===== src/rtl/mac_seq.sv =====
// mac_seq: runs one dot-product job over two operand buffers and returns
// bias + sum((in_byte + offset) * flt_byte) over a valid/ready result port.

// One byte lane of the MAC: (signed input byte + offset) * signed filter byte.
module mac_lane (
  input  logic        i_in,
  input  logic [7:0]  i_in_b,
  input  logic [7:0]  i_flt_b,
  input  logic        i_layer1,
  output logic [17:0] o_prod
);
  logic signed [9:0]  w_a;
  logic signed [17:0] w_a18;
  logic signed [17:0] w_f18;

  // Offset is -83 for the first layer, +128 otherwise; disabled lanes give 0.
  always_comb begin
    w_a    = 10'($signed(i_in_b)) + (i_layer1 ? -10'sd83 : 10'sd128);
    w_a18  = 18'(w_a);
    w_f18  = 18'($signed(i_flt_b));
    o_prod = i_in ? 18'(w_a18 * w_f18) : '0;
  end
endmodule

module mac_seq #(
  parameter int ADDR_W = 10
) (
  input  logic              clk,
  input  logic              reset_n,
  input  logic              start_valid,
  output logic              start_ready,
  input  logic [ADDR_W-1:0] start_in_base,
  input  logic [ADDR_W-1:0] start_flt_base,
  input  logic [ADDR_W-1:0] start_len,
  input  logic [31:0]       start_bias,
  input  logic              start_layer1,
  input  logic              start_simd,
  input  logic              abort,
  output logic              rd_en,
  output logic [ADDR_W-1:0] in_addr,
  output logic [ADDR_W-1:0] flt_addr,
  input  logic [31:0]       in_data,
  input  logic [31:0]       flt_data,
  output logic              res_valid,
  input  logic              res_ready,
  output logic [31:0]       res_data,
  output logic              busy
);
  localparam int NUM_LANES = 4;

  typedef enum logic [1:0] {S_IDLE, S_RUN, S_DRAIN, S_DONE} state_t;

  state_t                           r_state, w_nxt;
  logic [ADDR_W-1:0]                r_in_addr, r_flt_addr, r_cnt;
  logic [31:0]                      r_acc;
  logic                             r_layer1, r_simd, r_vld;
  logic                             w_accept, w_abort;
  logic [NUM_LANES-1:0][17:0]       w_prod;
  logic [31:0]                      w_mac;

  assign w_accept = start_valid && (r_state == S_IDLE);
  // abort only matters while reads or their data are in flight
  assign w_abort  = abort && (r_state == S_RUN || r_state == S_DRAIN);

  generate
    for (genvar l = 0; l < NUM_LANES; l++) begin : g_lane
      mac_lane u_lane (
        .i_in     (r_simd || (l == 0)),
        .i_in_b   (in_data[8*l +: 8]),
        .i_flt_b  (flt_data[8*l +: 8]),
        .i_layer1 (r_layer1),
        .o_prod   (w_prod[l])
      );
    end
  endgenerate

  // Accumulate all lane products onto the current accumulator (wraps mod 2^32).
  always_comb begin
    w_mac = r_acc;
    for (int l = 0; l < NUM_LANES; l++) w_mac = w_mac + 32'($signed(w_prod[l]));
  end

  // State register.
  always_ff @(posedge clk or negedge reset_n) begin
    if (!reset_n) r_state <= S_IDLE;
    else          r_state <= w_nxt;
  end

  // Next-state logic and state-decoded outputs.
  always_comb begin
    w_nxt       = r_state;
    start_ready = 1'b0;
    rd_en       = 1'b0;
    res_valid   = 1'b0;
    busy        = 1'b1;
    case (r_state)
      S_IDLE: begin
        start_ready = 1'b1;
        busy        = 1'b0;
        if (start_valid) w_nxt = (start_len == '0) ? S_DONE : S_RUN;
      end
      S_RUN: begin
        rd_en = 1'b1;
        if (abort)                    w_nxt = S_IDLE;
        else if (r_cnt == ADDR_W'(1)) w_nxt = S_DRAIN;
      end
      S_DRAIN: w_nxt = abort ? S_IDLE : S_DONE;
      S_DONE: begin
        res_valid = 1'b1;
        if (res_ready) w_nxt = S_IDLE;
      end
      default: w_nxt = S_IDLE;
    endcase
  end

  // Job latch, address/count stepping, read-valid pipe and accumulator.
  always_ff @(posedge clk or negedge reset_n) begin
    if (!reset_n) begin
      r_in_addr  <= '0;
      r_flt_addr <= '0;
      r_cnt      <= '0;
      r_acc      <= '0;
      r_layer1   <= 1'b0;
      r_simd     <= 1'b0;
      r_vld      <= 1'b0;
    end else begin
      r_vld <= rd_en && !w_abort;
      if (w_accept) begin
        r_in_addr  <= start_in_base;
        r_flt_addr <= start_flt_base;
        r_cnt      <= start_len;
        r_layer1   <= start_layer1;
        r_simd     <= start_simd;
        r_acc      <= start_bias;
      end else begin
        if (rd_en && !w_abort) begin
          r_in_addr  <= r_in_addr + ADDR_W'(1);
          r_flt_addr <= r_flt_addr + ADDR_W'(1);
          r_cnt      <= r_cnt - ADDR_W'(1);
        end
        if (r_vld && !w_abort) r_acc <= w_mac;
      end
    end
  end

  assign in_addr  = r_in_addr;
  assign flt_addr = r_flt_addr;
  assign res_data = r_acc;
endmodule


===== config.mk =====
export PLATFORM = sky130hd
export DESIGN_NAME = mac_seq
export DESIGN_NICKNAME = d
export VERILOG_FILES = /design/src/rtl/mac_seq.sv
export SDC_FILE = /design/constraint.sdc
export NUM_CORES = 1
export LEC_CHECK = 0
export ABC_AREA = 1
export BUFFER_PORTS_ARGS = -buffer_cell sky130_fd_sc_hd__clkbuf_2
export CORE_MARGIN = 2
export CORE_UTILIZATION = 50
export CTS_CLUSTER_SIZE = 8
export DETAILED_ROUTE_END_ITERATION = 8
export GPL_ROUTABILITY_DRIVEN = 0
export PLACE_DENSITY = 0.66
export SYNTH_ARGS = -nofsm -noshare
export SYNTH_HDL_FRONTEND = slang
export SYNTH_SLANG_ARGS = --single-unit
export TNS_END_PERCENT = 30

===== constraint.sdc =====
create_clock -name clk -period 14.87 [get_ports clk]
set_input_delay 1.487 -clock clk [delete_from_list [all_inputs] [get_ports clk]]
set_output_delay 1.487 -clock clk [all_outputs]
set_load 0.01 [all_outputs]

# Word-level counts from Yosys, hierarchy flattened
# Index checks and enable logic that the tools add are counted.
totals:
  ff_bits: 67
  inputBits: 133
  out_inout_bits: 56
  elab_cells: 64
op_classes:
  n_addsub: 11
  multipliers: 4
  n_eq_ne: 7
  n_mux: 23
  n_reduce_logical: 11
op_table:
  columns: ["operator", "n"]
  rows:
  - ["adder 32 bit", 4]
  - ["multiplier 10 x 8 -> 18 bit", 4]
  - ["2-to-1 mux 10 bit", 7]
  - ["2-to-1 mux 32 bit", 2]
  - ["2-to-1 mux 18 bit", 3]
  - ["adder 8 x 10 -> 10 bit", 4]
  - ["adder 10 x 1 -> 10 bit (second input constant)", 2]
  - ["2-to-1 mux 2 bit", 6]
  - ["== test 10 x 1 -> 1 bit (second input constant)", 1]
  - ["logical NOT 10 bit", 1]
  - ["subtractor 10 x 1 -> 10 bit (second input constant)", 1]
  - ["one-hot mux 2 bit (4 select lines)", 1]
  - ["== test 2 bit (second input constant)", 2]
  - ["logical AND 1 bit", 4]
  - ["2-to-1 mux 1 bit", 4]
  - ["inequality test 2 bit (second input constant)", 2]
  - ["nonzero test 2 bit", 2]
  - ["inequality test 3 x 2 -> 1 bit (second input constant)", 1]
  - ["AND reduction 3 bit", 1]
  - ["== test 2 x 1 -> 1 bit (second input constant)", 1]
  - ["logical NOT 2 bit", 1]
  - ["logical NOT 1 bit", 1]
  - ["logical OR 1 bit", 1]

# Longest topological paths before layout
depth:
  depth_word: 9
  depth_mapped: 52
  ltp_nobuf: 52

# Cells and area by module
# Synthesis repeated with hierarchy kept, for this count alone.
hier_totals:
  cells_unflattened: 3344
  hier_area_um2: 23023.3
modules_own_cells:
  columns: ["mod", "instances", "cells_per_inst", "area_each_um2", "seq_area_each_um2"]
  rows:
  - ["mac_seq", 1, 1270, 8707.1, 1676.6]
  - ["mac_lane at g_lane[0].u_lane ...", 2, 517, 3583.4, 0.0]
  - ["mac_lane at g_lane[3].u_lane", 1, 518, 3580.9, 0.0]
  - ["mac_lane at g_lane[2].u_lane", 1, 522, 3568.4, 0.0]

# Worst setup path after synthesis
# OpenSTA, ideal clock, no wires.
synth_path:
  path_kind: "input -> register"
  startpoint: "in in_data[10]"
  endpoint: "reg r_acc[26], in the netlist res_data[26]"
  setup_time_ns: 0.124
  arrival_ns: 9.565
  required_ns: 14.746
  path_slack_ns: 5.181
  path_stages: 45
  n_path_buf: 0
  cell_sequence: "ha_1 > nand3_1 > nand2_1 > nand2_1 > a21boi_1 > nand2_1 > a21oi_2 > a211o_2 > xor2_2 > inv_1 > nand2_1 > fa_1 > inv_2 > fa_1 > fa_1 > inv_1 > fa_1 > inv_1 > (+9 left out) > inv_1 > fa_1 > fa_1 > inv_1 > fa_1 > inv_1 > ha_1 > a21oi_1 > o21ai_0 > a21oi_1 > nand3_1 > nand2_1 > nand2_2 > a21oi_2 > xor2_1 > nand2_1 > o211ai_1 > nand2_1"
synth_between:
  elab_chain_len: 8
synth_lines:
  columns: ["element", "line_no", "rtl"]
  rows:
  - ["start: declaration", "42", "input logic [31:0] in_data,"]
  - ["adder 8 x 10 -> 10 bit", "18", "w_a = 10'($signed(i_in_b)) + (i_layer1 ? -10'sd83 : 10'sd128);"]
  - ["multiplier 10 x 8 -> 18 bit", "21", "o_prod = i_in ? 18'(w_a18 * w_f18) : '0;"]
  - ["2-to-1 mux 18 bit", "21", null]
  - ["adder 32 bit (3 in a row)", "80", "for (int l = 0; l < NUM_LANES; l++) w_mac = w_mac + 32'($signed(w_prod[l]));"]
  - ["2-to-1 mux 32 bit", "141", "if (r_vld && !w_abort) r_acc <= w_mac;"]
  - ["2-to-1 mux 32 bit", "128", "if (w_accept) begin"]
  - ["end signal: assignment", "134", "r_acc <= start_bias;"]
  - ["end signal: assignment", "141", null]
  - ["end: declaration", "55", "logic [31:0] r_acc;"]
# No other way between the ends. The select of a mux whose other input is x is not followed.
# A chain may end at the register's enable or synchronous reset.

# Worst setup path after layout
layout_path:
  startpoint: "in in_data[2]"
  endpoint: "reg r_acc[26], in the netlist res_data[26]"
layout_between:
  elab_chain_len: 8
layout_lines:
  columns: ["element", "line_no"]
  rows:
  - ["adder 8 x 10 -> 10 bit", "18"]
  - ["multiplier 10 x 8 -> 18 bit", "21"]
  - ["adder 32 bit (4 in a row)", "80"]
  - ["2-to-1 mux 32 bit", "141"]
  - ["2-to-1 mux 32 bit", "128"]
# No other way between the ends. The select of a mux whose other input is x is not followed.

==> results.md <==
- Hold Fails Final Rpt: 0
- Worst Path Max Fanout: 13
- Initial antenna violation count: 3
- IO Port Bufs: 188
- Cell variety after synth: 59
- Placed insts: 3425
- Max Clock Skew: 0.00970 ns
- Clk sinks: 67
- Synth Cell Area: 20800 µm²
- CTS Root Cell: clkbuf_16
- CP Capture Type: flip-flop
- RSZ-0062 raised after global routing: false
- Finished Layout Cells: 3443
- GRT overflow: 0
- Net Count, Synth: 3440
- Via count: 17500
- Setup ws final: 4.31 ns
- Status: finished clean
- Initial Utilization: 50.8%
- Drt wl/cell: 15.4 µm
- Share of post-route cells with drive strength above 1: 9.73%
- Most common cell on crit path: nand2_1
- # resized after CTS: 0
- Fmax: 0.0947 GHz
- Hold buffers post-CTS: 0
- CP Launch Point: in_data[2]
- Worst slack at placement: 4.08 ns
- Synth top area cells: fa_1 (35%), inv_1 (13%), ha_1 (12%)
- TritonCTS clock tree: built
- Yosys warns: 0
- Tightest Hold Check Type: reg -> reg
- Slew Limit Fails: 0
- Final worst path period share: 71.0%
- Die H: 208 µm
- Total track usage: 25.8%
- Top cells by count, synth: inv_1 (715), nand2_1 (513), fa_1 (360), nor2_1 (284), ha_1 (204)
- EDFF count, synth: 0
- Max-Cap Viols: 0
- Critical-path top delay cell: xor2_1
- ANT nets after route: 0
- First-pass GRT wire length: 90.2 mm
- Worst-skew pair later-pin latency: 0.34 ns
- Final Critical Period: 10.56 ns
- Row count: 74
- I/O pin cnt: 189
- Seq cells post-synth: 67
- Clock slew at reported path FFs: 0.06 ns
- WP data arrival: 10.78 ns
- Pre-Repair DR Iteration Count: 6
- CTS Buffer Depth: 2
- CP max stage delay: 0.56 ns
- Post-synth ARST share: 100%
- DRC viols: 0
- Slew @ Worst Pin: 0.943 ns
- Drt total wl: 52.9 mm
- Hold path start: res_data[16]
- Area growth syn-to-layout: 8.74%
- Syn Area/Cell: 7.60 µm²
- Core Area: 41000 µm²
- Syn Inst Count: 2743
- Largest net degree at the start of global routing: 78
- Die X: 208 µm
- CP Class: in -> reg
- Max-slew headroom: 37.2%
- DRT iter0 DRCs: 1016
- Hold slack final: 0.547 ns
- Synth area leader: fa_1
- Setup TNS: 0 ns
- Die area: 43300 µm²
- DR vias/cell: 5.08
- Dpl hpwl: 45.8 mm
- Fin nets: 3601
- Worst reg2reg startpoint: r_layer1
- H-tree levels: 3
- Vias in the first global route: 18400
- Worst Path Required: 15.10 ns
- Most frequent cell after synthesis: inv_1
- Setup-failing EPs final: 0
- Top_reg_cell synth: dfrtp_1
- Top-area cell type share of the netlist area: 34.6%
- Post-synthesis sequential area ratio: 8.04%
- Setup Fix Bufs, Post-CTS: 0
- CTS buffer count: 9
- Crit start category: input pin
==> final timing paths <==
check / end / slack, ns / cells past startpoint
setup / recovery: res_data[26] / 4.31 / 43
hold / removal: res_data[16] / 0.55 / 2
setup reg to reg: res_data[26] / 4.81 / 43
hold reg to reg: res_data[16] / 0.55 / 2
max in group asynchronous: r_simd / 12.97 / 1
min in group asynchronous: res_data[29] / 1.29 / 1
==> cells by family after synthesis <==
logic type               Yosys count  synth area share (%)
XOR/XNOR                          82                  3.55
adder cells (fa/ha/maj)          564                  46.8
AND/OR/NAND/NOR                  944                  18.7
buffers and inverters            771                  13.9
flip-flops                        67                  8.04
AO/OA/AOI/OAI                    315                  8.97
==> metrics by stage <==
step	instance area, µm²	util [%]
after floorplan	20800	-
after global placement	22300	54.4
after detailed placement	22300	54.4
after CTS	22700	55.2
after global routing	22700	55.3
final	22700	55.3
==> placed cells by master, fill, tap and decap left out, drive strengths merged, types with 55 or more instances in the layout <==
cell type	instances
nand2	529
nor2	287
xor2	55
nand3	74
fa	360
dfrtp	67
a21oi	119
inv	726
o21ai	102
ha	204
clkbuf	197
==> worst max-delay path: cells and delay by family <==
family / cells / cell delay (ns)
simple gates: 18 / 2.23
xor+xnor: 2 / 0.70
fa+ha+maj: 10 / 4.55
compound gates: 5 / 0.71
buf+inv: 8 / 1.06
==> routing by layer <==
metal | vias up | global-route usage, % | share of wire, %
met3 | 84 | 4.26 | 6.3
met1 | 8374 | 33.8 | 43
met5 | - | 0 | 0.030
li1 | 8541 | - | -
met4 | 2 | 7.99 | 3.3
met2 | 501 | 43.8 | 47
==> registers in the layout, indices dropped and copies added (netlist names) <==
register and flops:
r_simd 1, res_data 32, r_vld 1, r_layer1 1, in_addr 10, flt_addr 10
r_cnt 10, r_state 2
==> layout make-up <==
cell class,instances,area [µm²]
fill,3987,18400
sequential,67,1680
timing repair buffer,194,988
clock buffer,10,239
antenna,2,5.00
tap,532,666
inverter,727,2730
multi-input combinational,1905,16300
clock inverter,6,88.8
Power is left out: the tool's default activity adds up to more than one toggle a clock period on the data nets, which glitch-free logic cannot reach.
